===== src/rtl/irq_servicer.sv =====
// Bus master that programs the interrupt controller's enable register, then services
// cpu interrupts: read pending, dispatch lowest source to the handler, acknowledge, repeat.
module irq_servicer #(
    parameter int                    INTR_WIDTH      = 8,
    parameter int                    ADDR_WIDTH      = 5,
    parameter int                    DATA_WIDTH      = 32,
    parameter int                    IRQ_SENSITIVITY = 1,
    parameter int                    IRQ_ACTIVESTATE = 1,
    parameter logic [INTR_WIDTH-1:0] EN_INIT         = 8'hFF,
    parameter int                    TIMEOUT         = 15,
    parameter int                    HOLDOFF         = 4
) (
    input  logic                          clk,
    input  logic                          reset,
    input  logic                          irq_in,
    output logic                          m_read,
    output logic                          m_write,
    output logic [ADDR_WIDTH-1:0]         m_address,
    output logic [DATA_WIDTH-1:0]         m_write_data,
    input  logic [DATA_WIDTH-1:0]         m_read_data,
    input  logic                          m_access_complete,
    output logic                          vec_valid,
    output logic [$clog2(INTR_WIDTH)-1:0] vec_id,
    input  logic                          vec_ready,
    input  logic                          svc_done,
    output logic                          bus_err,
    output logic [7:0]                    spurious_cnt
);

    localparam int ID_W  = $clog2(INTR_WIDTH);
    localparam int TMO_W = $clog2(TIMEOUT + 1) + 1;
    localparam int HO_W  = $clog2(HOLDOFF + 1) + 1;

    localparam logic [2:0] S_INIT    = 3'd0;
    localparam logic [2:0] S_IDLE    = 3'd1;
    localparam logic [2:0] S_RD_PEND = 3'd2;
    localparam logic [2:0] S_VEC     = 3'd3;
    localparam logic [2:0] S_SVC     = 3'd4;
    localparam logic [2:0] S_ACK     = 3'd5;

    localparam logic [ADDR_WIDTH-1:0] ADDR_EN   = ADDR_WIDTH'(5'h00);
    localparam logic [ADDR_WIDTH-1:0] ADDR_ACK  = ADDR_WIDTH'(5'h04);
    localparam logic [ADDR_WIDTH-1:0] ADDR_PEND = ADDR_WIDTH'(5'h08);

    function automatic logic act(input logic x);
        act = (IRQ_ACTIVESTATE != 0) ? x : ~x;
    endfunction

    function automatic logic [ID_W-1:0] lowest_set(input logic [INTR_WIDTH-1:0] v);
        lowest_set = {ID_W{1'b0}};
        for (int i = INTR_WIDTH - 1; i >= 0; i--) begin
            if (v[i]) begin
                lowest_set = ID_W'(i);
            end
        end
    endfunction

    logic [2:0]            state_r;
    logic                  irq_q_r;
    logic                  irq_seen_r;
    logic [TMO_W-1:0]      tmo_cnt_r;
    logic [HO_W-1:0]       holdoff_r;
    logic                  m_read_r;
    logic                  m_write_r;
    logic [ADDR_WIDTH-1:0] m_address_r;
    logic [DATA_WIDTH-1:0] m_write_data_r;
    logic                  vec_valid_r;
    logic [ID_W-1:0]       vec_id_r;
    logic                  bus_err_r;
    logic [7:0]            spurious_cnt_r;

    logic                  req_s;
    logic                  rd_enter_s;
    logic                  tmo_hit_s;
    logic [INTR_WIDTH-1:0] pend_s;
    logic                  unused_rdata_s;

    assign pend_s         = m_read_data[INTR_WIDTH-1:0];
    assign unused_rdata_s = ^m_read_data;
    assign tmo_hit_s      = (tmo_cnt_r == TMO_W'(TIMEOUT - 1));

    // Service request: sticky edge flag, or live level gated by the post-drain holdoff
    always_comb begin
        req_s = 1'b0;
        if (IRQ_SENSITIVITY != 0) begin
            req_s = irq_seen_r;
        end else if (holdoff_r == {HO_W{1'b0}}) begin
            req_s = act(irq_in);
        end else begin
            req_s = 1'b0;
        end
    end

    // Pending-read entry, from IDLE or from a completed acknowledge in the drain loop
    always_comb begin
        rd_enter_s = 1'b0;
        if ((state_r == S_IDLE) && req_s) begin
            rd_enter_s = 1'b1;
        end else if ((state_r == S_ACK) && m_write_r && m_access_complete) begin
            rd_enter_s = 1'b1;
        end else begin
            rd_enter_s = 1'b0;
        end
    end

    // Edge capture; a new edge beats the clear so it is never lost
    always_ff @(posedge clk) begin
        if (reset) begin
            irq_q_r    <= 1'b0;
            irq_seen_r <= 1'b0;
        end else begin
            irq_q_r <= irq_in;
            if (IRQ_SENSITIVITY == 0) begin
                irq_seen_r <= 1'b0;
            end else if (act(irq_in) && !act(irq_q_r)) begin
                irq_seen_r <= 1'b1;
            end else if (rd_enter_s) begin
                irq_seen_r <= 1'b0;
            end else begin
                irq_seen_r <= irq_seen_r;
            end
        end
    end

    // Sequencer and bus master; each bus state raises its request one cycle after entry
    always_ff @(posedge clk) begin
        if (reset) begin
            state_r        <= S_INIT;
            tmo_cnt_r      <= {TMO_W{1'b0}};
            holdoff_r      <= {HO_W{1'b0}};
            m_read_r       <= 1'b0;
            m_write_r      <= 1'b0;
            m_address_r    <= {ADDR_WIDTH{1'b0}};
            m_write_data_r <= {DATA_WIDTH{1'b0}};
            vec_valid_r    <= 1'b0;
            vec_id_r       <= {ID_W{1'b0}};
            bus_err_r      <= 1'b0;
            spurious_cnt_r <= 8'd0;
        end else begin
            bus_err_r <= 1'b0;
            if (holdoff_r != {HO_W{1'b0}}) begin
                holdoff_r <= holdoff_r - {{(HO_W-1){1'b0}}, 1'b1};
            end
            case (state_r)
                S_INIT, S_ACK: begin
                    if (!m_write_r) begin
                        m_write_r   <= 1'b1;
                        tmo_cnt_r   <= {TMO_W{1'b0}};
                        m_address_r <= (state_r == S_INIT) ? ADDR_EN : ADDR_ACK;
                        m_write_data_r <= (state_r == S_INIT) ? DATA_WIDTH'(EN_INIT)
                                        : ({{(DATA_WIDTH-1){1'b0}}, 1'b1} << vec_id_r);
                    end else if (m_access_complete) begin
                        m_write_r <= 1'b0;
                        state_r   <= (state_r == S_INIT) ? S_IDLE : S_RD_PEND;
                    end else if (tmo_hit_s) begin
                        m_write_r <= 1'b0;
                        bus_err_r <= 1'b1;
                        state_r   <= S_IDLE;
                    end else begin
                        tmo_cnt_r <= tmo_cnt_r + {{(TMO_W-1){1'b0}}, 1'b1};
                    end
                end
                S_IDLE: begin
                    if (req_s) begin
                        state_r <= S_RD_PEND;
                    end
                end
                S_RD_PEND: begin
                    if (!m_read_r) begin
                        m_read_r    <= 1'b1;
                        m_address_r <= ADDR_PEND;
                        tmo_cnt_r   <= {TMO_W{1'b0}};
                    end else if (m_access_complete) begin
                        m_read_r <= 1'b0;
                        if (pend_s == {INTR_WIDTH{1'b0}}) begin
                            if (spurious_cnt_r != 8'hFF) begin
                                spurious_cnt_r <= spurious_cnt_r + 8'd1;
                            end
                            holdoff_r <= HO_W'(HOLDOFF);
                            state_r   <= S_IDLE;
                        end else begin
                            vec_id_r    <= lowest_set(pend_s);
                            vec_valid_r <= 1'b1;
                            state_r     <= S_VEC;
                        end
                    end else if (tmo_hit_s) begin
                        m_read_r  <= 1'b0;
                        bus_err_r <= 1'b1;
                        state_r   <= S_IDLE;
                    end else begin
                        tmo_cnt_r <= tmo_cnt_r + {{(TMO_W-1){1'b0}}, 1'b1};
                    end
                end
                S_VEC: begin
                    if (vec_ready) begin
                        vec_valid_r <= 1'b0;
                        state_r     <= S_SVC;
                    end
                end
                S_SVC: begin
                    if (svc_done) begin
                        state_r <= S_ACK;
                    end
                end
                default: begin
                    m_read_r    <= 1'b0;
                    m_write_r   <= 1'b0;
                    vec_valid_r <= 1'b0;
                    state_r     <= S_INIT;
                end
            endcase
        end
    end

    assign m_read       = m_read_r;
    assign m_write      = m_write_r;
    assign m_address    = m_address_r;
    assign m_write_data = m_write_data_r;
    assign vec_valid    = vec_valid_r;
    assign vec_id       = vec_id_r;
    assign bus_err      = bus_err_r;
    assign spurious_cnt = spurious_cnt_r;

endmodule


===== config.mk =====
export PLATFORM = sky130hd
export DESIGN_NAME = irq_servicer
export DESIGN_NICKNAME = d
export VERILOG_FILES = /design/src/rtl/irq_servicer.sv
export SDC_FILE = /design/constraint.sdc
export NUM_CORES = 1
export LEC_CHECK = 0
export ABC_CLOCK_PERIOD_IN_PS = 1600
export CORE_MARGIN = 2
export CORE_UTILIZATION = 38
export CTS_CLUSTER_DIAMETER = 120
export CTS_CLUSTER_SIZE = 8
export DETAILED_ROUTE_END_ITERATION = 16
export PLACE_DENSITY = 0.88
export SYNTH_ARGS = -nofsm -noshare
export SYNTH_HDL_FRONTEND = slang
export SYNTH_SLANG_ARGS = --single-unit

===== constraint.sdc =====
create_clock -name clk -period 1.6 [get_ports clk]
set_input_delay 0.4 -clock clk [delete_from_list [all_inputs] [get_ports clk]]
set_output_delay 0.4 -clock clk [all_outputs]
set_load 0.03 [all_outputs]

==> impl_metrics.env <==
export IMPL_synthCells=257
export IMPL_fin_crit_ns=1.635
export IMPL_hold_depth=4
export IMPL_cts_hold_buffers_added=0
export IMPL_critPathCapture="spurious_cnt[7]"
export IMPL_final_common_cell="buf_4"
export IMPL_io_buffer_count=38
export IMPL_core_sq_um=5205
export IMPL_drc=0
export IMPL_wl_per_cell_um=13.47
export IMPL_crit_type="register to register"
export IMPL_via_count=2070
export IMPL_synth_xor_area_share_pct=0.4209
export IMPL_synth_top_area_share_pct=33.67
export IMPL_cp_required_ns=1.83
export IMPL_detail_route_antenna_nets=0
export IMPL_p_int_uw=2106
export IMPL_cp_slowest_stage_delay_ns=0.47
export IMPL_grt_max_degree=16
export IMPL_die_y_um=78.00
export IMPL_yosysUniqueCellTypes=53
export IMPL_p_clk_share_pct=24.0
export IMPL_initial_utilization_pct=39.98
export IMPL_status="finished, violations left"
export IMPL_critPathLaunchType="register"
export IMPL_max_clock_freq_ghz=0.6116
export IMPL_worstPathCellList="nand4_1 -> or2_2 -> or4_1 -> a21oi_1"
export IMPL_die_x_um=78.00
export IMPL_worst_path_max_delay_cell="or4_1"
export IMPL_synth_edf_count=0
export IMPL_synth_top_family_by_area="simple AND/OR/NAND/NOR gates"
export IMPL_fill_cells=492
export IMPL_clkSinkCount=35
export IMPL_timing_rr_start="spurious_cnt[2]"
export IMPL_routed_wl_um=5376
export IMPL_ir_drop_mv=0.5875
export IMPL_power_density_nw_per_um2=1240
export IMPL_design_area_sq_um=2820
export IMPL_muxShareOfSynthArea_pct=1.563
export IMPL_synth_adder_area_share_pct=1.804
export IMPL_boundaryPins=90
export IMPL_cts_buffers=5
export IMPL_rsz0062_at_grt="yes"
export IMPL_setup_viol_count_final=1
export IMPL_first_iter_violations=183
export IMPL_dp_cells=387
export IMPL_reg2reg_to="spurious_cnt[7]"
export IMPL_fin_setup_tns_ns=-0.03508
export IMPL_layout_setup_ws_ns=-0.03508
export IMPL_nNetsFinal=369
export IMPL_drive_gt1_share_pct=26.14
export IMPL_swShare_pct=39.79
export IMPL_htree_num_levels=2
export IMPL_diodes=0
export IMPL_dr_pass1_iters=5
export IMPL_netlist_top_cell_by_area="dfxtp_1"
export IMPL_failed_checks="setup timing"
export IMPL_p_seq_share_pct=32.1
export IMPL_reg2reg_slack_ns=-0.04
export IMPL_synth_compound_area_share_pct=23.93
export IMPL_drv_slew=0
export IMPL_synth_seq_cells=35
export IMPL_die_area_sq_um=6083
export IMPL_final_cell_mix="buf_4 (39), conb_1 (27), dfxtp_1 (26)"
export IMPL_final_cells=399
export IMPL_grt_usage_pct=17.50
export IMPL_regArea_sq_um=714.4
export IMPL_synth_area_per_cell_sq_um=8.096
export IMPL_dp_hpwl_um=3822
export IMPL_grt_overflow=0
export IMPL_placementRows=26
export IMPL_leakagePower_uw=0.001217
export IMPL_crit_fanout=7
export IMPL_r2r_cells=4
export IMPL_combPwrFrac_pct=43.9
export IMPL_path_clk_slew_ns=0.08
export IMPL_finalCritPeriodShare_pct=102.2
export IMPL_synth_simple_area_share_pct=24.35
export IMPL_cts_tree="built"
export IMPL_final_util_pct=54.18
export IMPL_place_area_sq_um=2658
export IMPL_netlist_area_sq_um=2081
export IMPL_maxCapViolations=0
export IMPL_gp_congestion=0.8795
export IMPL_finalPower_uw=3498
export IMPL_multi_input_area_sq_um=1247
export IMPL_cts_root_buf="clkbuf_8"
export IMPL_p_sw_uw=1392
export IMPL_startpoint="spurious_cnt[2]"
export IMPL_clock_skew_ns=0.009860
export IMPL_seq_area_frac_synth_pct=33.67
export IMPL_synth_flop_cell="dfxtp_1"
export IMPL_antenna_found_initial=0
export IMPL_ctsLongestPathBuffers=2
export IMPL_critPathCaptureType="register"
export IMPL_min_path_type="primary input to register"
export IMPL_clkLatencyLatePin_ns=0.30
export IMPL_syn_to_final_growth_pct=35.54
export IMPL_hold_viol_final=0
export IMPL_synth_async_sr_flop_share_pct=0
export IMPL_avgViaCountPerCell=5.188
export IMPL_yosys_top_cells_area="dfxtp_1 (34%), buf_4 (9.7%), a21oi_1 (6.0%)"
export IMPL_yosys_warnings=0
export IMPL_arrival_ns=1.87
export IMPL_grt_pass1_wl_um=8542
export IMPL_grt_pass1_vias=1872
## cell type report
| class | instances | area share, % |
|---|---|---|
| repair buffers | 76 | 21.61 |
| clock inverters | 3 | 1.686 |
| flip-flops and latches | 35 | 25.33 |
| multi-input cells | 198 | 44.23 |
| inverters | 12 | 1.597 |
| clock buffers | 5 | 2.440 |
| well taps | 70 | 3.106 |
## power by group through the flow
| stage | combinational (uW) | clock (uW) | sequential [uW] |
|---|---|---|---|
| 2_1_floorplan | 800 | 0 | 1330 |
| 3_3_place_gp | 1460 | 0 | 1140 |
| 3_5_place_dp | 1490 | 0 | 1140 |
| 6_report | 1530 | 841 | 1120 |
| 5_1_grt | 1650 | 903 | 1150 |
| 4_1_cts | 1470 | 852 | 1120 |
## synthesized netlist by cell type (all sizes together) (3+ instances only)
library cell / number
o22ai: 4
nor3: 12
o31ai: 3
nor2: 22
or4: 4
nand2b: 7
ha: 3
inv: 12
or3: 3
a31oi: 4
o21ai: 10
nor2b: 8
clkbuf: 6
or2: 4
buf: 32
a211oi: 4
nand3: 9
nand2: 9
o41ai: 4
a21oi: 25
dfxtp: 35
## metal layers
layer / up-vias / track usage, % / wire length, um
met5: - / 0 / 0
met4: 0 / 6.842 / 76
met3: 6 / 3.953 / 280
met2: 75 / 30.09 / 2698
met1: 964 / 21.12 / 2320
li1: 1025 / - / -
## timing repair
action,CTS,global route
pin swaps,5,2
resized for setup,57,12
setup endpoints to repair,32,18
setup buffers,3,1
## through the flow
stage	worst slack, ns	hold WS [ns]
floorplan	-0.05297	0.4496
global placement	-0.5442	0.4671
detailed placement	-0.6359	0.4738
CTS	-0.02159	0.4761
global route	-0.05970	0.4819
finish	-0.03508	0.4793
## critical path, delay by kind of cell (launching register included)
| family | cells | cell delay [ns] |
|---|---|---|
| compound gates | 1 | 0.16 |
| simple gates | 3 | 1.02 |
| flops | 1 | 0.39 |
## sequential cells by signal (all words and copies together), names as in the netlist, 2 cells and up
register / count
m_address: 2
m_write_data: 8
spurious_cnt: 8
state_r: 3
tmo_cnt_r: 5
vec_id: 3
## cell families after synthesis
logic type      count (synthesis)
mux                             3
xor+xnor                        1
other cells                     1
simple gates                   89
fa+ha+maj                       3
flops                          35
buf+inv                        50
compound gates                 75
## worst min path at each step
stage | from | end | slack [ns]
after floorplan | irq_seen_r | irq_seen_r | 0.45
after global placement | irq_seen_r | irq_seen_r | 0.47
after detailed placement | irq_seen_r | irq_seen_r | 0.47
after CTS | m_read_data[1] | vec_id[1] | 0.48
after global routing | m_read_data[1] | vec_id[1] | 0.48
final | m_read_data[1] | vec_id[1] | 0.48
(Power assumes the default switching activity.)
==> variant, RTL diff (config.mk and constraints unchanged) <==
Change the parameter `TIMEOUT` from 15 to 16.
--- a/src/rtl/irq_servicer.sv
+++ b/src/rtl/irq_servicer.sv
@@ -8,5 +8,5 @@
     parameter int                    IRQ_ACTIVESTATE = 1,
     parameter logic [INTR_WIDTH-1:0] EN_INIT         = 8'hFF,
-    parameter int                    TIMEOUT         = 15,
+    parameter int                    TIMEOUT         = 16,
     parameter int                    HOLDOFF         = 4
 ) (
Function: same outputs for any inputs over 10 cycles, from zero or initial values and one cycle with reset high; that may be too few to reach the edited logic, so the function may still have changed.
==> variant against the unedited design <==
Largest cell class unchanged. Worst setup slack gained 0.071 ns. Sequential cell count grew 1. Critical path type unchanged. Routed wire length grew 6.3%. Final cell count grew 5.0%. Global-route usage grew 0.22 points. Via count grew 6.9%. Power is essentially flat. Synthesized area grew 6.4%. Combinational power grew 9.8%. Final area grew 5.3%.
==> variant: results (changes against the unedited design) <==
* Antenna Cells at 0 (unchanged)
* CTS Buffer Depth at 2 (unchanged)
* Root Buffer: clkbuf_8 (unchanged)
* Slowest cell on the critical path: dfxtp_2 (was or4_1)
* CTS Buf Count at 5 (unchanged)
* Pleak at 0.00124 uW (was 0.00122 uW)
* Avg WL per Cell at 13.6 um (was 13.5 um)
* Worst Skew at 0.00990 ns (was 0.00986 ns)
* Total Nets Final at 386 (was 369)
* Switch Pwr at 1450 uW (was 1390 uW)
* Post-synthesis adder-cell area fraction at 0.0113 (was 0.0180)
* Worst skew pair latency at 0.30 ns (about the same)
* Worst-path fanout max at 9 (was 7)
* H-tree depth at 2 (unchanged)
* DR vias at 2213 (was 2070)
* Top delay family on crit path: flip-flops (was simple AND/OR/NAND/NOR gates)
* Hold crit path type: in2reg (unchanged)
* Ranking of synthesized cells by area: dfxtp_1, buf_4, a21oi_1, nor2_1, nor3_1 (unchanged)
* Seq/Total Area, Yosys at 0.325 (was 0.337)
* Share of cells above drive strength 1 at 0.262 (was 0.261)
* Post-DP HPWL at 3.89 mm (was 3.82 mm)
* Clock transition at the registers of the reported paths at 0.08 ns (about the same)
* Peak supply drop at 0.693 mV (was 0.588 mV)
* First-pass iteration count of the detailed router at 4 (was 5)
* Setup Slack @ Placement at -0.635 ns (was -0.636 ns)
* Synth Area in Compound Gates at 0.215 (was 0.239)
* Filler cells at 521 (was 492)
* Main synth FF type: dfxtp_1 (unchanged)
* CP arrival at 1.75 ns (was 1.87 ns)
* Gr usage total at 0.177 (was 0.175)
* First-pass GRT wire length at 9.05 mm (was 8.54 mm)
* Initial antenna violation count at 0 (unchanged)
* DRT iter0 DRCs at 122 (was 183)
* Post-synth EDFFs at 0 (unchanged)
* Post-synthesis mux area share at 0.0136 (was 0.0156)
* Ys async rst share at 0 (unchanged)
* Warnings from Yosys at 0 (unchanged)
* Final Setup Violations at 0 (was 1)
* Vias in the first global route at 2010 (was 1872)
* Outcome: finished, final reports clean (was complete, but fails checks)
* Final GP Congestion at 0.887 (was 0.880)
* Largest net degree at the start of global routing at 21 (was 16)
* Post-Synth XOR/XNOR Area at 0.00791 (was 0.00421)
* Distinct cells, synth at 54 (was 53)
* Post-synth top cells: dfxtp_1, buf_4, a21oi_1, nor2_1, nor3_1 (was dfxtp_1, buf_4, a21oi_1, nor2_1)
* Worst path max stage delay at 0.34 ns (was 0.47 ns)
[variant: power by group through the flow]
stage                     logic, uW  clock network, uW  registers (uW)
after global placement         1550                  0            1150
after global routing           1810                716            1160
after CTS                      1540                693            1130
final                          1680                680            1140
after floorplan                 870                  0            1360
after detailed placement       1600                  0            1160
[variant: path summary, 6_finish.rpt]
path | startpoint | endpoint | slack, ns | depth (start not counted)
max reg2reg | state_r[1] | tmo_cnt_r[1] | 0.04 | 6
min reg2reg | m_address[3] | m_address[3] | 0.47 | 2
min | m_read_data[1] | vec_id[1] | 0.46 | 4
max | state_r[1] | tmo_cnt_r[1] | 0.04 | 6
[variant: tightest hold or removal path: cells and delay by family]
family | cells | cell delay (ns)
buffers and inverters | 1 | 0.13
AO/OA/AOI/OAI | 2 | 0.14
AND/OR/NAND/NOR | 1 | 0.05
[variant: repair_timing]
item | CTS | global route
setup buffers | 3 | 6
resized for setup | 43 | 35
endpoints found under the hold margin | 0 | 0
pin swaps | 5 | 10
cloned | 1 | 0
endpoints found under the setup margin | 36 | 22
[variant: through the flow]
stage	cells	instance area, um2	util	hold WS, ns	total power (uW)
3_5_place_dp	401	2760	0.495	0.461	2760
2_1_floorplan	299	2330	-	0.448	2230
4_1_cts	413	2850	0.511	0.472	3370
5_1_grt	419	2970	0.533	0.486	3690
3_3_place_gp	401	2760	0.495	0.459	2710
6_report	419	2970	0.533	0.455	3500
[variant: cell families after synthesis]
group	Yosys count
adders and majority gates	2
xor gates and xnor gates	2
muxes	3
DFF	36
AOI/OAI and AO/OA	75
buffers and inverters	54
and+or+nand+nor	100
other	1
[variant: final cells by class]
class                   instances  area (um2)  area share
well taps                      72        90.1      0.0303
clock buffers                   5        68.8      0.0232
inverters                      12        45.0      0.0152
flip-flops and latches         36         734       0.247
multi-input cells             210        1350       0.453
repair buffers                 81         663       0.223
clock inverters                 3        23.8     0.00800
[variant: routing by layer]
layer  GRT usage  vias up  part of all wire
li1            -     1083                 -
met1       0.219     1050              0.43
met4      0.0678        0             0.013
met2       0.306       72              0.50
met3      0.0303        8             0.052
met5           0        -                 0
